--- config.mk ---
export PLATFORM = sky130hd
export DESIGN_NAME = receiver_buffer
export DESIGN_NICKNAME = d
export VERILOG_FILES = /design/src/rtl/receiver_buffer_pkg.sv /design/src/rtl/fifo.sv /design/src/rtl/receiver_buffer_rx_shift.sv /design/src/rtl/receiver_buffer.sv
export SDC_FILE = /design/constraint.sdc
export NUM_CORES = 1
export LEC_CHECK = 0
export ABC_AREA = 1
export CAP_MARGIN = 20
export CORE_UTILIZATION = 49
export CTS_BUF_LIST = sky130_fd_sc_hd__clkbuf_8
export DETAILED_ROUTE_END_ITERATION = 8
export PLACE_DENSITY = 0.68
export SYNTH_ARGS = -nofsm -noshare
export SYNTH_HDL_FRONTEND = slang
export SYNTH_SLANG_ARGS = --single-unit
export TNS_END_PERCENT = 100
--- constraint.sdc ---
create_clock -name clk -period 10.05 [get_ports clk]
set_clock_uncertainty 0.2 [all_clocks]
set_input_delay 3.015 -clock clk [delete_from_list [all_inputs] [get_ports clk]]
set_output_delay 3.015 -clock clk [all_outputs]
set_load 0.02 [all_outputs]
--- src/rtl/receiver_buffer_pkg.sv ---
// ============================================================================
// Module      : receiver_buffer_pkg
// Description : Block/byte geometry shared by the receive and transmit buffers.
// Revision    : 1.0 - initial release
// ============================================================================
`default_nettype none

package receiver_buffer_pkg;
    localparam int BLOCK_BITS      = 128;
    localparam int BYTE_BITS       = 8;
    localparam int BYTES_PER_BLOCK = 16;
    localparam int CNT_BITS        = $clog2(BYTES_PER_BLOCK);
endpackage

`default_nettype wire

--- src/rtl/fifo.sv ---
// ============================================================================
// Module      : fifo
// Description : Show-ahead FIFO with wrap-bit pointers and sticky overflow flag.
// Revision    : 1.0 - initial release
// ============================================================================
`default_nettype none

module fifo #(
    parameter int DEPTH = 4,
    parameter int WIDTH = 128
) (
    input  logic             clk,
    input  logic             rst,
    input  logic             i_wr,
    input  logic [WIDTH-1:0] i_wdata,
    input  logic             i_rd,
    output logic [WIDTH-1:0] o_rdata,
    output logic             o_empty,
    output logic             o_overflow
);
    localparam int AW = $clog2(DEPTH);

    logic [AW:0]      r_wr_ptr;
    logic [AW:0]      r_rd_ptr;
    logic             r_overflow;
    logic [WIDTH-1:0] r_mem [DEPTH];

    logic w_empty;
    logic w_full;
    logic w_wr_ok;
    logic w_rd_ok;

    assign w_empty = (r_wr_ptr == r_rd_ptr);
    assign w_full  = (r_wr_ptr[AW-1:0] == r_rd_ptr[AW-1:0]) &&
                     (r_wr_ptr[AW] != r_rd_ptr[AW]);
    // A read in the same cycle frees the slot a full-FIFO write needs.
    assign w_rd_ok = i_rd && !w_empty;
    assign w_wr_ok = i_wr && (!w_full || i_rd);

    always_ff @(posedge clk or posedge rst) begin
        if (rst) begin
            r_wr_ptr   <= '0;
            r_rd_ptr   <= '0;
            r_overflow <= 1'b0;
        end else begin
            if (w_wr_ok) r_wr_ptr <= r_wr_ptr + 1'b1;
            if (w_rd_ok) r_rd_ptr <= r_rd_ptr + 1'b1;
            if (i_wr && !w_wr_ok) r_overflow <= 1'b1;
        end
    end

    always_ff @(posedge clk) begin
        if (w_wr_ok) r_mem[r_wr_ptr[AW-1:0]] <= i_wdata;
    end

    assign o_rdata    = w_empty ? '0 : r_mem[r_rd_ptr[AW-1:0]];
    assign o_empty    = w_empty;
    assign o_overflow = r_overflow;
endmodule

`default_nettype wire

--- src/rtl/receiver_buffer_rx_shift.sv ---
// ============================================================================
// Module      : rx_shift
// Description : MSB-first byte-to-block assembler with one-cycle write strobe.
//               Optional partial-block timeout built when RX_TIMEOUT_EN is set.
// Revision    : 1.0 - initial release
// ============================================================================
`default_nettype none

module rx_shift
    import receiver_buffer_pkg::*;
#(
    parameter int unsigned TIMEOUT_CYCLES = 100000
) (
    input  logic                  clk,
    input  logic                  rst,
    input  logic                  i_valid,
    input  logic [BYTE_BITS-1:0]  i_byte,
    output logic                  o_write,
    output logic [BLOCK_BITS-1:0] o_block,
    output logic                  o_busy,
    output logic                  o_timeout
);
    logic [CNT_BITS-1:0]   r_count;
    logic [BLOCK_BITS-1:0] r_shift;
    logic                  r_write;
    logic                  w_busy;
    logic                  w_last;
    logic                  w_tmo;

    assign w_busy = (r_count != '0);
    assign w_last = i_valid && (r_count == CNT_BITS'(BYTES_PER_BLOCK - 1));

`ifdef RX_TIMEOUT_EN
    localparam int TW = $clog2(TIMEOUT_CYCLES + 1);
    localparam logic [TW-1:0] c_TMO = TW'(TIMEOUT_CYCLES);

    logic [TW-1:0] r_tmo_cnt;
    logic          r_timeout;

    assign w_tmo = w_busy && (r_tmo_cnt == c_TMO);

    always_ff @(posedge clk or posedge rst) begin
        if (rst) begin
            r_tmo_cnt <= '0;
            r_timeout <= 1'b0;
        end else begin
            r_timeout <= w_tmo;
            if (i_valid || !w_busy || w_tmo) r_tmo_cnt <= '0;
            else                             r_tmo_cnt <= r_tmo_cnt + 1'b1;
        end
    end

    assign o_timeout = r_timeout;
`else
    assign w_tmo     = 1'b0;
    assign o_timeout = 1'b0;
`endif

    always_ff @(posedge clk or posedge rst) begin
        if (rst) begin
            r_count <= '0;
            r_shift <= '0;
            r_write <= 1'b0;
        end else begin
            r_write <= w_last && !w_tmo;
            // A byte arriving with the timeout starts a fresh block at count 1.
            if (w_tmo) begin
                r_count <= i_valid ? CNT_BITS'(1) : '0;
                r_shift <= i_valid ? {{(BLOCK_BITS-BYTE_BITS){1'b0}}, i_byte} : '0;
            end else if (i_valid) begin
                r_count <= r_count + 1'b1;
                r_shift <= {r_shift[BLOCK_BITS-BYTE_BITS-1:0], i_byte};
            end
        end
    end

    assign o_write = r_write;
    assign o_block = r_shift;
    assign o_busy  = w_busy;
endmodule

`default_nettype wire

--- src/rtl/receiver_buffer.sv ---
// ============================================================================
// Module      : receiver_buffer
// Description : UART RX bytes -> 128-bit blocks -> block FIFO for the AES core.
//               Optional macro: RX_TIMEOUT_EN (partial-block discard timeout).
// Revision    : 1.0 - initial release
// ============================================================================
`default_nettype none

module receiver_buffer
    import receiver_buffer_pkg::*;
#(
    parameter int          DEPTH          = 4,
    parameter int unsigned TIMEOUT_CYCLES = 100000
) (
    input  logic                  clk,
    input  logic                  reset,
    input  logic [BYTE_BITS-1:0]  byte_UART_to_shiftReg,
    input  logic                  rx_done,
    input  logic                  block_read,
    output logic [BLOCK_BITS-1:0] block_buffer_to_aes,
    output logic                  block_valid,
    output logic                  rx_busy,
    output logic                  overflow,
    output logic                  rx_timeout
);
    logic                  w_write;
    logic [BLOCK_BITS-1:0] w_block;
    logic                  w_empty;

    rx_shift #(
        .TIMEOUT_CYCLES (TIMEOUT_CYCLES)
    ) u_rx_shift (
        .clk       (clk),
        .rst       (reset),
        .i_valid   (rx_done),
        .i_byte    (byte_UART_to_shiftReg),
        .o_write   (w_write),
        .o_block   (w_block),
        .o_busy    (rx_busy),
        .o_timeout (rx_timeout)
    );

    fifo #(
        .DEPTH (DEPTH),
        .WIDTH (BLOCK_BITS)
    ) u_fifo (
        .clk        (clk),
        .rst        (reset),
        .i_wr       (w_write),
        .i_wdata    (w_block),
        .i_rd       (block_read),
        .o_rdata    (block_buffer_to_aes),
        .o_empty    (w_empty),
        .o_overflow (overflow)
    );

    assign block_valid = !w_empty;
endmodule

`default_nettype wire

==> results of run 1 <==
-- sequential cells by signal, summed over array words and instances (netlist names) --
name,flops
u_fifo.o_overflow,1
u_rx_shift.r_count,4
u_rx_shift.o_write,1
u_rx_shift.o_block,128
u_fifo.r_wr_ptr,3
u_fifo.r_mem,512
u_fifo.r_rd_ptr,3
-- report_power, final --
part / switching, mW / internal (mW) / total, mW
combinational: 2.20 / 1.34 / 3.54
clock: 0.983 / 1.11 / 2.09
sequential: 0.238 / 3.14 / 3.37
total: 3.42 / 5.59 / 9.01
-- synth_stat cells (all sizes together) --
library cell	n
nor2	263
edfxtp	512
xor2	3
inv	154
o21bai	1
clkbuf	78
ha	7
nand4	1
conb	1
o21ai	275
nand2	506
dfrtp	140
buf	50
o22ai	128
nand3	7
xnor2	1
-- worst max-delay path by stage --
stage	to	slack, ns	depth (start not counted)	startpoint
after floorplan	u_fifo.r_mem[0][0]	0.60	4	block_read
after global placement	block_buffer_to_aes[3]	2.89	7	u_fifo.r_rd_ptr[0]
after detailed placement	block_buffer_to_aes[8]	2.80	7	u_fifo.r_rd_ptr[0]
after CTS	block_buffer_to_aes[8]	2.06	7	u_fifo.r_rd_ptr[0]
after global routing	block_buffer_to_aes[56]	2.06	7	u_fifo.r_rd_ptr[0]
final	block_buffer_to_aes[56]	2.33	7	u_fifo.r_rd_ptr[0]
-- per-layer routing --
metal	up-vias	share of wire [%]	track usage, %
met5	-	0	0
met4	0	2.1	6.94
met3	76	5.0	3.21
met2	442	49	36.4
met1	8058	43	28.0
li1	7536	-	-
-- area by class of cell --
type,count,share of cell area [%]
well taps,672,2.89
flip-flops and latches,652,64.9
repair buffers,159,5.38
clock inverters,70,1.27
clock buffers,114,5.39
multi-input cells,1193,18.1
inverters,154,2.06
-- cells by family after synthesis --
family,count (synthesis),share of synthesized area (%)
other cells,1,0.0148
simple gates,777,11.6
fa+ha+maj,7,0.346
compound gates,404,8.64
flops,652,74.6
xor+xnor,4,0.139
buf+inv,282,4.63
==> impl_metrics.prom, run 1 <==
# TYPE chip_impl_metric gauge
chip_impl_info{name="worstPathCellList",value="inv_8, buf_4, o21ai_0, o22ai_1, nand2_1, inv_1, clkdlybuf4s50_1"} 1
chip_impl_metric{name="relSlewSlack",unit="%"} 25.3
chip_impl_metric{name="placed_cell_area",unit="um^2"} 27100
chip_impl_metric{name="drt_first_pass_iters",unit=""} 8
chip_impl_metric{name="clock_insertion_delay_at_the_later_pin_of_the_skew_report",unit="ns"} 0.66
chip_impl_metric{name="detailroute.via_count",unit=""} 16100
chip_impl_metric{name="layout.nets",unit=""} 2277
chip_impl_info{name="cts_root_buf",value="sky130_fd_sc_hd__clkbuf_8"} 1
chip_impl_metric{name="final_worst_path_cycle_share",unit="%"} 76.8
chip_impl_metric{name="cts_hold_repair.buffers",unit=""} 0
chip_impl_metric{name="die_height",unit="um"} 229
chip_impl_metric{name="total_gr_overflow",unit=""} 0
chip_impl_metric{name="detail_route.wirelength",unit="mm"} 55.8
chip_impl_info{name="r2r-end",value="u_fifo.r_mem[2][53]"} 1
chip_impl_metric{name="post-route-util",unit="%"} 57.6
chip_impl_info{name="critical_path.top_delay_family",value="buffers and inverters"} 1
chip_impl_metric{name="post_cts.repair.setup_buffers",unit=""} 0
chip_impl_info{name="critical-path-slowest-cell",value="sky130_fd_sc_hd__buf_4"} 1
chip_impl_metric{name="finalSetupViolations",unit=""} 0
chip_impl_metric{name="worstPathBufferInverterCount",unit=""} 4
chip_impl_metric{name="dieArea",unit="um^2"} 52500
chip_impl_metric{name="worst_hold_path.num_cells",unit=""} 1
chip_impl_metric{name="ys_seq_area_share",unit="%"} 74.6
chip_impl_metric{name="reg2reg_depth",unit=""} 9
chip_impl_metric{name="initialDrtViolationCount",unit=""} 1263
chip_impl_metric{name="wl_per_cell",unit="um"} 18.5
chip_impl_metric{name="cts_buffer_depth",unit=""} 3
chip_impl_metric{name="drive_above_1_share",unit="%"} 7.09
chip_impl_metric{name="cts-resized-gates",unit=""} 0
chip_impl_metric{name="area.sequential",unit="um^2"} 18900
chip_impl_metric{name="post_synth.cell_area_avg",unit="um^2"} 11.9
chip_impl_metric{name="total_power",unit="mW"} 9.01
chip_impl_metric{name="worst_ir_drop_vdd",unit="V"} 0.000270
chip_impl_metric{name="ys_ff_latch",unit=""} 652
chip_impl_info{name="unrepaired_setup_endpoints_after_global_routing",value="false"} 1
chip_impl_metric{name="p_leak",unit="nW"} 11.8
chip_impl_info{name="most-common-layout-cells",value="sky130_fd_sc_hd__edfxtp_1 (512), sky130_fd_sc_hd__nand2_1 (505), sky130_fd_sc_hd__o21ai_0 (268)"} 1
chip_impl_metric{name="post-route-cell-area",unit="um^2"} 29100
chip_impl_metric{name="detail-route-antenna-nets",unit=""} 0
chip_impl_metric{name="ys_warn_count",unit=""} 0
chip_impl_metric{name="max_clock_freq",unit="MHz"} 130
chip_impl_metric{name="internal_reg_to_reg_setup_slack",unit="ns"} 5.70
chip_impl_metric{name="post-dp-hpwl",unit="mm"} 27.6
chip_impl_metric{name="synth_nets",unit=""} 2146
chip_impl_info{name="timing.hold.worst_endpoint",value="u_rx_shift.r_count[3]"} 1
chip_impl_metric{name="grt_max_degree",unit=""} 169
chip_impl_metric{name="via_count_of_the_first_global_routing_pass",unit=""} 15800
chip_impl_info{name="setup.worst_path.start_class",value="flop"} 1
chip_impl_metric{name="final.setup.worst_slack",unit="ns"} 2.33
chip_impl_info{name="yosys-top-cells-area",value="sky130_fd_sc_hd__edfxtp_1 (61%), sky130_fd_sc_hd__dfrtp_1 (14%), sky130_fd_sc_hd__nand2_1 (7.5%)"} 1
chip_impl_metric{name="final.hold.worst_slack",unit="ns"} 0.305
chip_impl_metric{name="synth.lib_cells_used.distinct",unit=""} 23
chip_impl_metric{name="timing_hold_violations_final",unit=""} 0
chip_impl_info{name="hp-class",value="reg -> reg"} 1
chip_impl_info{name="layout_commonest_cell",value="sky130_fd_sc_hd__edfxtp_1"} 1
chip_impl_info{name="run_status",value="complete, no violations"} 1
chip_impl_metric{name="finalMaxSlewViolations",unit=""} 0
chip_impl_metric{name="port_buffer_count",unit=""} 142
chip_impl_metric{name="fin_setup_tns",unit="ns"} 0
chip_impl_info{name="hold_start",value="u_rx_shift.r_count[3]"} 1
chip_impl_metric{name="grt_pass1_wl",unit="mm"} 86.9
chip_impl_info{name="clock_tree_from_tritoncts",value="built"} 1
chip_impl_metric{name="dp_cells",unit=""} 2829
chip_impl_info{name="timing.rr.start",value="u_fifo.r_rd_ptr[0]"} 1
chip_impl_metric{name="synth_top_area_share",unit="%"} 60.8
chip_impl_metric{name="drc",unit=""} 0
chip_impl_metric{name="grt_use_total",unit="%"} 21.3
chip_impl_metric{name="cts_htree_levels",unit=""} 3
chip_impl_info{name="timing.setup.critical_path_class",value="reg -> out"} 1
chip_impl_metric{name="area_growth_syn_to_layout",unit="%"} 15.1
chip_impl_metric{name="grt_antenna_before_repair",unit=""} 0
chip_impl_metric{name="gpl.final_weighted_congestion",unit=""} 0.728
chip_impl_metric{name="placeableCoreArea",unit="um^2"} 50600
chip_impl_metric{name="dieWidth",unit="um"} 229
chip_impl_metric{name="ioPinCount",unit=""} 144
chip_impl_metric{name="final-instance-count-excl-fill",unit=""} 3014
chip_impl_info{name="synth_top_cell_by_area",value="sky130_fd_sc_hd__edfxtp_1"} 1
chip_impl_metric{name="routed_via_density",unit=""} 5.35
chip_impl_metric{name="multiInputGateArea",unit="um^2"} 5280
chip_impl_metric{name="cts_num_sinks",unit=""} 652
chip_impl_metric{name="antenna_diodes",unit=""} 0
chip_impl_metric{name="worst_path_largest_cell_delay",unit="ns"} 0.85
chip_impl_metric{name="place_ws",unit="ns"} 2.80
chip_impl_metric{name="powerDensity",unit="nW/um^2"} 309
chip_impl_metric{name="worstMarginPinSlew",unit="ns"} 1.12
chip_impl_metric{name="crit_fanout",unit=""} 168
chip_impl_metric{name="mapped_cells",unit=""} 2127
chip_impl_metric{name="syn_area",unit="um^2"} 25300
chip_impl_metric{name="final.min_clock_period",unit="ns"} 7.72
chip_impl_metric{name="critical_path_required",unit="ns"} 6.84
chip_impl_metric{name="floorplan.rows",unit=""} 82
chip_impl_metric{name="crit_arrival",unit="ns"} 4.50
chip_impl_metric{name="tritoncts_buffer_count",unit=""} 98
chip_impl_metric{name="fillers",unit=""} 4147
chip_impl_metric{name="initial_utilization",unit="%"} 50.0
chip_impl_info{name="setup.worst_path.end_class",value="output pin"} 1
chip_impl_metric{name="drv_cap",unit=""} 0
chip_impl_metric{name="clk_pin_slew",unit="ns"} 0.06
Power figures use the tool's default switching activity.
==> run 2, diff against run 1 <==
- clock period: 10.05 -> 7.6 ns (I/O delays scaled with it)
==> impl_metrics.prom, run 2 (same netlist as run 1, synthesis figures left out) <==
# TYPE chip_impl_metric gauge
chip_impl_info{name="run_status",value="complete, no violations"} 1
chip_impl_metric{name="power.sequential.fraction",unit="%"} 36.7
chip_impl_metric{name="grt_pass1_wl",unit="mm"} 88.8
chip_impl_metric{name="post-dp-hpwl",unit="mm"} 29.1
chip_impl_metric{name="clock_insertion_delay_at_the_later_pin_of_the_skew_report",unit="ns"} 0.68
chip_impl_metric{name="total_gr_overflow",unit=""} 0
chip_impl_metric{name="power_switching_share",unit="%"} 37.5
chip_impl_metric{name="dieWidth",unit="um"} 229
chip_impl_metric{name="via_count_of_the_first_global_routing_pass",unit=""} 16100
chip_impl_info{name="cts_root_buf",value="sky130_fd_sc_hd__clkbuf_8"} 1
chip_impl_metric{name="antenna_diodes",unit=""} 0
chip_impl_metric{name="powerDensity",unit="nW/um^2"} 414
chip_impl_metric{name="cts_hold_repair.buffers",unit=""} 0
chip_impl_metric{name="placed_cell_area",unit="um^2"} 27200
chip_impl_metric{name="tritoncts_buffer_count",unit=""} 99
chip_impl_metric{name="worst_ir_drop_vdd",unit="V"} 0.000524
chip_impl_metric{name="cts_num_sinks",unit=""} 652
chip_impl_metric{name="final.setup.worst_slack",unit="ns"} 0.894
chip_impl_metric{name="grt_use_total",unit="%"} 21.7
chip_impl_metric{name="crit_arrival",unit="ns"} 4.23
chip_impl_metric{name="number_of_flip_flops_in_the_largest_register",unit=""} 512
chip_impl_metric{name="relSlewSlack",unit="%"} 32.9
chip_impl_metric{name="drc",unit=""} 0
chip_impl_metric{name="post-route-cell-area",unit="um^2"} 29300
chip_impl_metric{name="floorplan.rows",unit=""} 82
chip_impl_metric{name="ioPinCount",unit=""} 144
chip_impl_metric{name="detail_route.wirelength",unit="mm"} 56.9
chip_impl_info{name="layout_commonest_cell",value="sky130_fd_sc_hd__edfxtp_1"} 1
chip_impl_metric{name="detail-route-antenna-nets",unit=""} 0
chip_impl_info{name="most-common-layout-cells",value="sky130_fd_sc_hd__edfxtp_1 (512), sky130_fd_sc_hd__nand2_1 (505), sky130_fd_sc_hd__o21ai_0 (268)"} 1
chip_impl_metric{name="cts-resized-gates",unit=""} 0
chip_impl_info{name="unrepaired_setup_endpoints_after_global_routing",value="false"} 1
chip_impl_metric{name="final.min_clock_period",unit="ns"} 6.71
chip_impl_info{name="timing.setup.critical_path_class",value="reg -> out"} 1
chip_impl_info{name="setup.worst_path.end_class",value="output pin"} 1
chip_impl_info{name="setup.worst_path.start_class",value="flop"} 1
chip_impl_metric{name="dieArea",unit="um^2"} 52500
chip_impl_metric{name="worstMarginPinSlew",unit="ns"} 1.01
chip_impl_metric{name="timing_hold_violations_final",unit=""} 0
chip_impl_metric{name="combinationalPowerShare",unit="%"} 38.5
chip_impl_metric{name="initialDrtViolationCount",unit=""} 1538
chip_impl_metric{name="critical_path_required",unit="ns"} 5.12
chip_impl_metric{name="fillers",unit=""} 4071
chip_impl_metric{name="post_cts.repair.setup_buffers",unit=""} 0
chip_impl_metric{name="place_ws",unit="ns"} 1.60
chip_impl_metric{name="gpl.final_weighted_congestion",unit=""} 0.742
chip_impl_metric{name="clk_pin_slew",unit="ns"} 0.07
chip_impl_metric{name="wl_per_cell",unit="um"} 18.8
chip_impl_metric{name="crit_fanout",unit=""} 73
chip_impl_metric{name="finalSetupViolations",unit=""} 0
chip_impl_metric{name="area_growth_syn_to_layout",unit="%"} 16.0
chip_impl_metric{name="grt_max_degree",unit=""} 146
chip_impl_metric{name="p_leak",unit="nW"} 11.8
chip_impl_metric{name="final.hold.worst_slack",unit="ns"} 0.301
chip_impl_metric{name="switchingPower",unit="mW"} 4.55
chip_impl_metric{name="drive_above_1_share",unit="%"} 7.75
chip_impl_metric{name="cellInternalPower",unit="mW"} 7.59
chip_impl_metric{name="layout.nets",unit=""} 2282
chip_impl_metric{name="pwr-share-clk",unit="%"} 24.8
chip_impl_metric{name="post-route-util",unit="%"} 58.0
chip_impl_metric{name="routed_via_density",unit=""} 5.39
chip_impl_metric{name="grt_antenna_before_repair",unit=""} 0
chip_impl_metric{name="cts_htree_levels",unit=""} 3
chip_impl_info{name="hp-class",value="reg -> reg"} 1
chip_impl_metric{name="drv_cap",unit=""} 0
chip_impl_metric{name="die_height",unit="um"} 229
chip_impl_metric{name="placeableCoreArea",unit="um^2"} 50600
chip_impl_metric{name="fin_setup_tns",unit="ns"} 0
chip_impl_metric{name="port_buffer_count",unit=""} 142
chip_impl_metric{name="finalMaxSlewViolations",unit=""} 0
chip_impl_metric{name="final_worst_path_cycle_share",unit="%"} 88.2
chip_impl_metric{name="drt_first_pass_iters",unit=""} 5
chip_impl_metric{name="detailroute.via_count",unit=""} 16300
chip_impl_info{name="clock_tree_from_tritoncts",value="built"} 1
chip_impl_metric{name="cts_buffer_depth",unit=""} 3
chip_impl_metric{name="initial_utilization",unit="%"} 50.0
chip_impl_metric{name="max_clock_freq",unit="MHz"} 149
run 2: cell count changes in the layout (fill, tap and decap cells not counted):
cell / change
sky130_fd_sc_hd__clkinvlp_4: +1
sky130_fd_sc_hd__buf_12: +2
sky130_fd_sc_hd__buf_4: +2
sky130_fd_sc_hd__clkbuf_8: +2
sky130_fd_sc_hd__clkinv_2: +2
sky130_fd_sc_hd__inv_1: -15
sky130_fd_sc_hd__clkinv_1: +4
sky130_fd_sc_hd__bufinv_16: +5
sky130_fd_sc_hd__inv_6: +2
run 2: final cells by class:
| class | count | area, um^2 | share of cell area, % |
|---|---|---|---|
| Clock buffer | 116 | 1600 | 5.44 |
| Clock inverter | 69 | 514 | 1.75 |
| Sequential cell | 652 | 18900 | 64.4 |
| Multi-Input combinational cell | 1193 | 5280 | 18.0 |
| Tap cell | 672 | 841 | 2.87 |
| Inverter | 154 | 601 | 2.05 |
| Timing Repair Buffer | 163 | 1620 | 5.53 |
run 2: worst max-delay path: stages, from the launching register on:
cell and delay [ns]:
sky130_fd_sc_hd__dfrtp_4 0.78, sky130_fd_sc_hd__inv_4 0.58, sky130_fd_sc_hd__buf_4 0.80, sky130_fd_sc_hd__o21ai_0 0.20, sky130_fd_sc_hd__o22ai_1 0.36, sky130_fd_sc_hd__nand2_1 0.09, sky130_fd_sc_hd__inv_1 0.08, sky130_fd_sc_hd__clkdlybuf4s50_1 0.60
run 2: worst paths after layout:
kind	start	end	slack [ns]	depth (start not counted)
setup / recovery	u_fifo.r_rd_ptr[1]	block_buffer_to_aes[41]	0.89	7
hold / removal	u_rx_shift.o_block[9]	u_fifo.r_mem[3][9]	0.30	0
setup reg to reg	u_fifo.r_rd_ptr[0]	u_fifo.r_mem[2][26]	3.32	9
hold reg to reg	u_rx_shift.o_block[9]	u_fifo.r_mem[3][9]	0.30	0
max in group asynchronous	reset	u_rx_shift.o_block[58]	4.10	3
min in group asynchronous	reset	u_fifo.r_wr_ptr[1]	1.77	2
run 2: per-layer routing:
layer / wire (um) / vias to the layer above / track usage, %
li1: - / 7555 / -
met1: 24900 / 8102 / 29.4
met2: 27400 / 522 / 35.8
met3: 3540 / 79 / 3.75
met4: 1050 / 0 / 6.83
met5: 0 / - / 0
run 2: per-stage QoR:
stage / power [mW] / std cells
floorplan: 7.22 / 2127
global placement: 9.16 / 2833
detailed placement: 9.22 / 2833
CTS: 12.2 / 3018
global route: 12.8 / 3019
finish: 12.1 / 3019
run 2: power groups by stage:
| stage | Clock [mW] | Combinational, mW | Sequential [mW] |
|---|---|---|---|
| after floorplan | 0 | 2.86 | 4.36 |
| after global placement | 0 | 4.66 | 4.50 |
| after detailed placement | 0 | 4.70 | 4.52 |
| after CTS | 3.06 | 4.73 | 4.45 |
| after global routing | 3.21 | 5.09 | 4.48 |
| final | 3.01 | 4.67 | 4.45 |
==> run 3, diff against run 2 <==
- clock period: 7.6 -> 6.5 ns (I/O delays scaled with it)
==> impl_metrics.prom, run 3 (same netlist as run 1, synthesis figures left out) <==
# TYPE chip_impl_metric gauge
chip_impl_metric{name="p_leak",unit="nW"} 11.8
chip_impl_metric{name="clock_insertion_delay_at_the_later_pin_of_the_skew_report",unit="ns"} 0.67
chip_impl_metric{name="detail-route-antenna-nets",unit=""} 0
chip_impl_metric{name="antenna_diodes",unit=""} 0
chip_impl_metric{name="via_count_of_the_first_global_routing_pass",unit=""} 16200
chip_impl_metric{name="grt_use_total",unit="%"} 21.7
chip_impl_metric{name="cts_hold_repair.buffers",unit=""} 0
chip_impl_metric{name="placed_cell_area",unit="um^2"} 27300
chip_impl_metric{name="wl_per_cell",unit="um"} 18.5
chip_impl_metric{name="crit_arrival",unit="ns"} 3.78
chip_impl_metric{name="pwr-share-clk",unit="%"} 23.1
chip_impl_metric{name="drc",unit=""} 0
chip_impl_metric{name="drv_cap",unit=""} 0
chip_impl_metric{name="post-route-util",unit="%"} 57.7
chip_impl_metric{name="number_of_flip_flops_in_the_largest_register",unit=""} 512
chip_impl_metric{name="cellInternalPower",unit="mW"} 8.64
chip_impl_metric{name="detail_route.wirelength",unit="mm"} 55.9
chip_impl_info{name="cts_root_buf",value="sky130_fd_sc_hd__clkbuf_8"} 1
chip_impl_metric{name="switchingPower",unit="mW"} 5.25
chip_impl_metric{name="drt_first_pass_iters",unit=""} 5
chip_impl_metric{name="timing_hold_violations_final",unit=""} 0
chip_impl_metric{name="floorplan.rows",unit=""} 82
chip_impl_metric{name="grt_pass1_wl",unit="mm"} 88.7
chip_impl_info{name="unrepaired_setup_endpoints_after_global_routing",value="false"} 1
chip_impl_metric{name="port_buffer_count",unit=""} 142
chip_impl_metric{name="power.sequential.fraction",unit="%"} 37.4
chip_impl_info{name="critical-path-slowest-cell",value="sky130_fd_sc_hd__buf_4"} 1
chip_impl_metric{name="cts_htree_levels",unit=""} 3
chip_impl_metric{name="layout.nets",unit=""} 2283
chip_impl_metric{name="dieWidth",unit="um"} 229
chip_impl_info{name="critical_path.top_delay_family",value="buffers and inverters"} 1
chip_impl_metric{name="dp_cells",unit=""} 2834
chip_impl_metric{name="max_clock_freq",unit="MHz"} 169
chip_impl_metric{name="tritoncts_buffer_count",unit=""} 100
chip_impl_metric{name="combinationalPowerShare",unit="%"} 39.5
chip_impl_metric{name="detailroute.via_count",unit=""} 16200
chip_impl_metric{name="fillers",unit=""} 4108
chip_impl_info{name="hp-class",value="reg -> reg"} 1
chip_impl_metric{name="post-route-cell-area",unit="um^2"} 29200
chip_impl_metric{name="worst_ir_drop_vdd",unit="V"} 0.000614
chip_impl_metric{name="crit_fanout",unit=""} 95
chip_impl_info{name="clock_tree_from_tritoncts",value="built"} 1
chip_impl_info{name="worstPathCellList",value="buf_4, o21ai_0, o22ai_1, nand2_1, inv_1, clkdlybuf4s50_1"} 1
chip_impl_metric{name="power_switching_share",unit="%"} 37.8
chip_impl_metric{name="placeableCoreArea",unit="um^2"} 50600
chip_impl_info{name="timing.setup.critical_path_class",value="reg -> out"} 1
chip_impl_metric{name="ioPinCount",unit=""} 144
chip_impl_metric{name="powerDensity",unit="nW/um^2"} 476
chip_impl_metric{name="clk_pin_slew",unit="ns"} 0.06
chip_impl_metric{name="critical_path_required",unit="ns"} 4.35
chip_impl_metric{name="drive_above_1_share",unit="%"} 7.11
chip_impl_metric{name="gpl.final_weighted_congestion",unit=""} 0.716
chip_impl_metric{name="fin_setup_tns",unit="ns"} 0
chip_impl_metric{name="worstPathBufferInverterCount",unit=""} 3
chip_impl_metric{name="dieArea",unit="um^2"} 52500
chip_impl_info{name="setup.worst_path.start_class",value="flop"} 1
chip_impl_metric{name="cts_num_sinks",unit=""} 652
chip_impl_metric{name="worstMarginPinSlew",unit="ns"} 1.13
chip_impl_metric{name="cts_buffer_depth",unit=""} 3
chip_impl_metric{name="final-instance-count-excl-fill",unit=""} 3020
chip_impl_metric{name="final.hold.worst_slack",unit="ns"} 0.299
chip_impl_metric{name="final_worst_path_cycle_share",unit="%"} 91.3
chip_impl_metric{name="initial_utilization",unit="%"} 50.0
chip_impl_metric{name="post_cts.repair.setup_buffers",unit=""} 0
chip_impl_metric{name="initialDrtViolationCount",unit=""} 1631
chip_impl_metric{name="area_growth_syn_to_layout",unit="%"} 15.4
chip_impl_metric{name="finalSetupViolations",unit=""} 0
chip_impl_metric{name="final.min_clock_period",unit="ns"} 5.93
chip_impl_metric{name="cts-resized-gates",unit=""} 0
chip_impl_info{name="run_status",value="complete, no violations"} 1
chip_impl_metric{name="worst_path_largest_cell_delay",unit="ns"} 0.90
chip_impl_metric{name="total_gr_overflow",unit=""} 0
chip_impl_metric{name="post-dp-hpwl",unit="mm"} 28.0
chip_impl_info{name="most-common-layout-cells",value="sky130_fd_sc_hd__edfxtp_1 (512), sky130_fd_sc_hd__nand2_1 (505), sky130_fd_sc_hd__o21ai_0 (268)"} 1
chip_impl_info{name="setup.worst_path.end_class",value="output pin"} 1
chip_impl_metric{name="grt_antenna_before_repair",unit=""} 0
chip_impl_metric{name="grt_max_degree",unit=""} 258
chip_impl_info{name="layout_commonest_cell",value="sky130_fd_sc_hd__edfxtp_1"} 1
chip_impl_metric{name="routed_via_density",unit=""} 5.36
chip_impl_metric{name="finalMaxSlewViolations",unit=""} 0
chip_impl_metric{name="die_height",unit="um"} 229
chip_impl_metric{name="relSlewSlack",unit="%"} 24.4
-- run 3: cell types whose count changed in the layout (fill, tap and decap cells not counted), moves of 3 or more --
cell	previous run	this run
sky130_fd_sc_hd__bufinv_16	8	1
sky130_fd_sc_hd__buf_12	2	6
sky130_fd_sc_hd__buf_4	19	16
sky130_fd_sc_hd__inv_1	174	191
sky130_fd_sc_hd__clkinv_2	19	11
sky130_fd_sc_hd__clkbuf_8	116	120
-- run 3: worst register-to-register path: stages, from the launching register on --
cell and delay [ns]:
sky130_fd_sc_hd__dfrtp_4 0.97, sky130_fd_sc_hd__nand2_1 0.18, sky130_fd_sc_hd__nand2_1 0.10, sky130_fd_sc_hd__nor2_2 0.07, sky130_fd_sc_hd__nand2_1 0.17, sky130_fd_sc_hd__nand2_1 0.26
sky130_fd_sc_hd__nor2_4 0.62, sky130_fd_sc_hd__buf_4 0.50
-- run 3: final cells by class --
type,instances,area (um^2),area share [%]
clock buffers,120,1650,5.66
clock inverters,66,292,0.998
inverters,154,601,2.06
multi-input cells,1193,5280,18.1
flip-flops and latches,652,18900,64.7
well taps,672,841,2.88
repair buffers,163,1650,5.66
-- run 3: final timing paths --
| check | to | slack [ns] | cells past startpoint | startpoint |
|---|---|---|---|---|
| worst max-delay path | block_buffer_to_aes[3] | 0.57 | 6 | u_fifo.r_rd_ptr[1] |
| worst min-delay path | u_fifo.r_wr_ptr[2] | 0.30 | 2 | u_fifo.r_wr_ptr[2] |
| worst max register to register | u_fifo.r_mem[2][61] | 3.06 | 7 | u_fifo.r_rd_ptr[0] |
| worst min register to register | u_fifo.r_wr_ptr[2] | 0.30 | 2 | u_fifo.r_wr_ptr[2] |
| max in group asynchronous | u_fifo.r_rd_ptr[1] | 3.51 | 3 | reset |
| min in group asynchronous | u_rx_shift.o_block[52] | 1.64 | 2 | reset |
-- run 3: per-layer routing --
| layer | share of wire, % | track usage (%) |
|---|---|---|
| met1 | 44 | 29.8 |
| met4 | 1.4 | 6.90 |
| met5 | 0 | 0 |
| met3 | 5.4 | 3.40 |
| met2 | 49 | 35.5 |
-- run 3: stage by stage --
step | setup slack (ns) | power [mW]
floorplan | -1.89 | 8.45
global placement | 1.29 | 10.8
detailed placement | 1.21 | 10.8
CTS | 0.490 | 14.0
global route | 0.314 | 14.7
finish | 0.566 | 13.9
-- run 3: power groups by stage --
stage / logic, mW / registers [mW] / clock network [mW]
after global routing: 5.99 / 5.25 / 3.46
after detailed placement: 5.55 / 5.28 / 0
after floorplan: 3.34 / 5.10 / 0
after CTS: 5.57 / 5.20 / 3.28
final: 5.48 / 5.20 / 3.21
after global placement: 5.49 / 5.26 / 0
